$ cat src/rtl/alu_pkg.sv
// Shared ALU definitions: datapath width, opcodes, FSM state encoding and flag bit positions.
// Pure declarations; no latency and no backpressure.
package alu_pkg;

  localparam int WIDTH = 16;

  localparam logic [3:0] OP_AND = 4'd0;
  localparam logic [3:0] OP_OR  = 4'd1;
  localparam logic [3:0] OP_XOR = 4'd2;
  localparam logic [3:0] OP_NOT = 4'd3;
  localparam logic [3:0] OP_ADD = 4'd4;
  localparam logic [3:0] OP_SUB = 4'd5;
  localparam logic [3:0] OP_SHL = 4'd6;
  localparam logic [3:0] OP_SHR = 4'd7;
  localparam logic [3:0] OP_MUL = 4'd8;

  typedef enum logic [1:0] {
    ST_IDLE = 2'd0,
    ST_MUL  = 2'd1,
    ST_HOLD = 2'd2
  } state_t;

  // Bit positions inside the {Z,N,C,V} flags vector
  localparam int FLAG_Z = 3;
  localparam int FLAG_N = 2;
  localparam int FLAG_C = 1;
  localparam int FLAG_V = 0;

endpackage

$ cat src/rtl/alu_exec_and16.sv
// 16-bit bitwise AND, purely combinational.
// Zero latency; no backpressure.
module And16 (
  input  logic [15:0] a,
  input  logic [15:0] b,
  output logic [15:0] y
);

  assign y = a & b;

endmodule

$ cat src/rtl/alu_exec.sv
// Single-issue ALU: 1-cycle latency for logic/add/shift ops, 17 cycles for the shift-add multiply.
// valid/ready on both sides; result is held in HOLD until out_ready, which also reopens the input.
module alu_exec #(
  parameter int WIDTH = 16
) (
  input  logic             clk,
  input  logic             rst,
  input  logic             in_valid,
  output logic             in_ready,
  input  logic [3:0]       op,
  input  logic [WIDTH-1:0] a,
  input  logic [WIDTH-1:0] b,
  output logic             out_valid,
  input  logic             out_ready,
  output logic [WIDTH-1:0] result,
  output logic [3:0]       flags,
  output logic             err
);
  import alu_pkg::*;

  localparam int CW = $clog2(WIDTH);

  state_t             state, state_nxt;
  logic               accept;
  logic               mul_done;
  logic [WIDTH-1:0]   and_y;
  logic [WIDTH-1:0]   alu_res;
  logic               alu_c, alu_v, alu_err;
  logic [WIDTH:0]     add_w, sub_w, shl_w, shr_w;
  logic [CW-1:0]      sh;
  logic [2*WIDTH-1:0] mcand, acc, acc_nxt;
  logic [WIDTH-1:0]   mplier;
  logic [CW-1:0]      cnt;

  function automatic logic [3:0] mk_flags(input logic [WIDTH-1:0] r, input logic c, input logic v);
    mk_flags         = '0;
    mk_flags[FLAG_Z] = (r == '0);
    mk_flags[FLAG_N] = r[WIDTH-1];
    mk_flags[FLAG_C] = c;
    mk_flags[FLAG_V] = v;
  endfunction

  And16 u_and (
    .a (a),
    .b (b),
    .y (and_y)
  );

  assign sh    = b[CW-1:0];
  assign add_w = {1'b0, a} + {1'b0, b};
  assign sub_w = {1'b0, a} - {1'b0, b};
  // One guard bit on each side catches the last bit shifted out; it stays 0 for a zero shift
  assign shl_w = {1'b0, a} << sh;
  assign shr_w = {a, 1'b0} >> sh;

  always_comb begin
    alu_res = '0;
    alu_c   = 1'b0;
    alu_v   = 1'b0;
    alu_err = 1'b0;
    case (op)
      OP_AND: alu_res = and_y;
      OP_OR:  alu_res = a | b;
      OP_XOR: alu_res = a ^ b;
      OP_NOT: alu_res = ~a;
      OP_ADD: begin
        alu_res = add_w[WIDTH-1:0];
        alu_c   = add_w[WIDTH];
        alu_v   = (a[WIDTH-1] == b[WIDTH-1]) && (alu_res[WIDTH-1] != a[WIDTH-1]);
      end
      OP_SUB: begin
        alu_res = sub_w[WIDTH-1:0];
        alu_c   = sub_w[WIDTH];
        alu_v   = (a[WIDTH-1] != b[WIDTH-1]) && (alu_res[WIDTH-1] != a[WIDTH-1]);
      end
      OP_SHL: begin
        alu_res = shl_w[WIDTH-1:0];
        alu_c   = shl_w[WIDTH];
      end
      OP_SHR: begin
        alu_res = shr_w[WIDTH:1];
        alu_c   = shr_w[0];
      end
      OP_MUL: alu_res = '0;
      default: alu_err = 1'b1;
    endcase
  end

  assign acc_nxt  = acc + (mplier[0] ? mcand : '0);
  assign mul_done = (state == ST_MUL) && (cnt == CW'(WIDTH - 1));

  always_comb begin
    state_nxt = state;
    in_ready  = 1'b0;
    out_valid = 1'b0;
    case (state)
      ST_IDLE: in_ready = 1'b1;
      ST_MUL:  if (mul_done) state_nxt = ST_HOLD;
      ST_HOLD: begin
        out_valid = 1'b1;
        in_ready  = out_ready;
        if (out_ready) state_nxt = ST_IDLE;
      end
      default: state_nxt = ST_IDLE;
    endcase
    if (rst) in_ready = 1'b0;
    accept = in_valid && in_ready;
    if (accept) state_nxt = (op == OP_MUL) ? ST_MUL : ST_HOLD;
  end

  always_ff @(posedge clk or posedge rst) begin
    if (rst) state <= ST_IDLE;
    else     state <= state_nxt;
  end

  always_ff @(posedge clk or posedge rst) begin
    if (rst) begin
      result <= '0;
      flags  <= '0;
      err    <= 1'b0;
      acc    <= '0;
      mcand  <= '0;
      mplier <= '0;
      cnt    <= '0;
    end else if (accept) begin
      if (op == OP_MUL) begin
        mcand  <= {{WIDTH{1'b0}}, a};
        mplier <= b;
        acc    <= '0;
        cnt    <= '0;
      end else begin
        result <= alu_res;
        flags  <= mk_flags(alu_res, alu_c, alu_v);
        err    <= alu_err;
      end
    end else if (state == ST_MUL) begin
      acc    <= acc_nxt;
      mcand  <= mcand << 1;
      mplier <= mplier >> 1;
      cnt    <= cnt + CW'(1);
      if (mul_done) begin
        result <= acc_nxt[WIDTH-1:0];
        flags  <= mk_flags(acc_nxt[WIDTH-1:0], |acc_nxt[2*WIDTH-1:WIDTH], 1'b0);
        err    <= 1'b0;
      end
    end
  end

endmodule

$ cat config.mk
export PLATFORM = sky130hd
export DESIGN_NAME = alu_exec
export DESIGN_NICKNAME = d
export VERILOG_FILES = /design/src/rtl/alu_pkg.sv /design/src/rtl/alu_exec_and16.sv /design/src/rtl/alu_exec.sv
export SDC_FILE = /design/constraint.sdc
export NUM_CORES = 1
export LEC_CHECK = 0
export ABC_AREA = 1
export CAP_MARGIN = 25
export CORE_MARGIN = 10
export CORE_UTILIZATION = 29
export CTS_BUF_LIST = sky130_fd_sc_hd__clkbuf_16
export DETAILED_ROUTE_END_ITERATION = 10
export SYNTH_ARGS = -nofsm -noshare
export SYNTH_HDL_FRONTEND = slang
export SYNTH_HIERARCHICAL = 1
export SYNTH_SLANG_ARGS = --single-unit
$ cat constraint.sdc
create_clock -name clk -period 3.73 [get_ports clk]
set_clock_uncertainty 0.15 [all_clocks]
set_input_delay 0.373 -clock clk [delete_from_list [all_inputs] [get_ports clk]]
set_output_delay 0.373 -clock clk [all_outputs]
set_load 0.02 [all_outputs]
==> metrics.md <==
| Metric | Value |
|---|---|
| Final instance area | 13,000 sq um |
| Top post-synthesis cells by area | dfrtp_1 23%, nand2_1 22%, ha_1 9.0%, inv_1 8.7%, nand3_1 6.8% |
| Critical path's top delay family | simple AND/OR/NAND/NOR gates |
| Most frequent cell after synthesis | nand2_1 |
| Crit path launch type | register |
| Post-Syn Nets | 2,043 |
| Post-Synthesis Cell Area | 11,400 sq um |
| CP max stage delay | 0.39 ns |
| Worst-margin pin slew | 0.737 ns |
| Status | completed |
| Final Core Density | 0.336 |
| Worst Setup End Kind | register |
| CTS tree | yes |
| Setup TNS | 0 ns |
| Clock transition at path regs | 0.09 ns |
| Pwr per Cell Area | 568 nW/um^2 |
| Area of the multi-input gates | 7340 sq um |
| Commonest cells in the netlist | 666 x nand2_1, 264 x inv_1, 196 x nor2_1 |
| WP buf/inv | 2 |
| Die area | 47,600 sq um |
| Layout Nets | 2,097 |
| Async S/R FF share, synth | 1.00 |
| # resized after CTS | 0 |
| Finish-stage setup viols | 0 |
| Register-to-Register Path Depth | 19 |
| Slew Viols, Final | 0 |
| Pin count of the biggest net entering global routing | 60 |
| RSZ-0062 raised after global routing | no |
| Detail Placement HPWL | 34,100 um |
| Register area share after synthesis | 0.233 |
| Syn Area/Cell | 5.94 sq um |
| Num CTS Buffers | 9 |
| CTS root buf | clkbuf_16 |
| DR vias/cell | 4.96 |
| Area leader, netlist | dfrtp_1 |
| Critical Path, Cell by Cell | buf_4 > nand2_1 > inv_1 > ha_1 > nand2_1 > nor2_1 > nand3_1 > nand3_1 > nand2_1 > nand3b_1 > nand2_1 > nand2_1 > nand2_1 > nor2_1 > nand3_1 > nand2_1 > nand2_1 > nand2_1 > nand2_1 |
| Detailed Routing Iterations Pass 1 | 5 |
| Max_cap viols | 0 |
| Worst vdd ir | 280 uV |
| Crit-path most repeated cell | nand2_1 |
| Global route overflow | 0 |
| Filler instances | 4,404 |
| FF-to-FF Start | mplier[0]$_DFFE_PP0P_ |
| Req. time, crit path | 3.83 ns |
| Row Count | 72 |
| Critical Path Slowest Stage Cell | dfrtp_1 |
| FF+latch area | 2650 sq um |
| Clk_lat worst skew | 0.37 ns |
| Clock Sinks | 106 |
| Antenna violations before repair | 0 |
| Final Hold Vio Count | 0 |
| Total power | 7400 uW |
| Vias in the first global route | 11,600 |
| Drt drc | 0 |
| PortBufs | 62 |
| Slew margin rel. | 0.508 |
| Width of the die | 218 um |
| P_leak | 0.00695 uW |
| Worst Path Class, Setup | reg -> reg |
| DRT iter0 DRCs | 1,021 |
| Via count | 12,400 |
| Synth Flop Type | dfrtp_1 |
| DR WL/cell | 16.8 um |
| R2R Setup Slk | 0.52 ns |
| CORE AREA | 38,700 sq um |
| Max Clk Rate | 311 MHz |
| Critical Path Start | mplier[0]$_DFFE_PP0P_ |
| Die Y | 218 um |
| Gr usage total | 0.173 |
| Synth top area share | 0.233 |
| Routability cong. | 1.03 |
| Worst Path Arrival | 3.31 ns |
| Post-Route WL | 42,000 um |
| Seq cells post-synth | 106 |
| Post-synthesis cell count | 1,918 |
| H-tree level count | 3 |
| N_diodes | 0 |
| Boundary Pins | 63 |
| Reg2Reg Capture Point | flags[1]$_DFFE_PP0P_ |
| CTS max path bufs | 2 |
| First-pass GRT wire length | 65,300 um |
| Starting Density | 0.294 |
| Hold-fix buffers at CTS | 0 |
| Final cycle utilization of the critical path | 0.862 |
| Min Tclk post-route | 3.21 ns |
| Area grow syn2layout | 14.4% |
| DP Area | 12,700 sq um |
| Yosys warns | 6 |
| Netlist cell types | 45 |
| EDFF count, synth | 0 |
| CP max FO | 32 |
| Ratio of cells with drive above 1 in the final layout | 0.0597 |
| ANT nets after route | 0 |
| Hold Crit Class | in -> async |
| Hold slack | 0.322 ns |
| Setup bufs post-CTS | 0 |
through the flow:
stage	setup WS (ns)	instances
after global placement	0.367	2479
after global routing	0.185	2495
after detailed placement	0.323	2479
after floorplan	0.418	1918
final	0.515	2495
after CTS	0.533	2495
routing by layer:
metal,up-vias,wire length [um],track usage
li1,6205,-,-
met1,5667,19300,0.237
met2,426,18300,0.275
met3,77,2610,0.0196
met4,0,1790,0.0660
met5,-,0,0
flip-flops by register name, summed over array words and instances (netlist names):
signal,flops
cnt,4
acc,32
result,15
mplier,16
err,1
flags,4
state,2
mcand,32
final cells by class:
type                       count  area share
multi-input combinational   1467       0.563
sequential                   106       0.204
tap                          518      0.0497
inverter                     276      0.0799
clock buffer                   9      0.0173
clock inverter                 7     0.00701
timing repair buffer         112      0.0793
cells in the final DEF, fill, tap and decap left out, types with 7 or more instances in the layout:
cell type,count
nand2_1,666
inv_1,262
nor2_1,196
nand3_1,155
dfrtp_1,106
ha_1,82
o21ai_0,75
a21oi_1,70
clkdlybuf4s50_1,62
buf_4,47
a31oi_1,43
o22ai_1,19
nor3_1,17
nand4_1,16
xnor2_1,16
o211ai_1,11
a22o_1,11
inv_2,10
or2_2,10
o21ai_1,9
clkbuf_16,9
nor2_2,8
o21a_1,8
nand3b_1,8
nand2_2,7
a21oi_2,7
worst max path at each step:
stage          cells after the start                      to  slack (ns)
4_1_cts                           20    flags[1]$_DFFE_PP0P_        0.53
3_5_place_dp                      17  result[10]$_DFFE_PP0P_        0.32
5_1_grt                           19    flags[1]$_DFFE_PP0P_        0.18
3_3_place_gp                      12  result[13]$_DFFE_PP0P_        0.37
2_1_floorplan                      1      acc[0]$_DFFE_PP0P_        0.42
6_report                          19    flags[1]$_DFFE_PP0P_        0.52
where the power goes:
part,switching [uW],internal [uW]
sequential,346,1660
clock,529,487
combinational,2740,1630
kinds of logic after synthesis:
group                    after synthesis  share of synthesized area
flip-flops                           106                      0.233
adder cells (fa/ha/maj)               85                     0.0953
XOR/XNOR                              19                     0.0146
AND/OR/NAND/NOR                     1095                      0.395
AO/OA/AOI/OAI                        266                      0.137
multiplexers                           2                    0.00176
buffers and inverters                345                      0.123
Note: power is estimated with default switching activity, not from simulation.
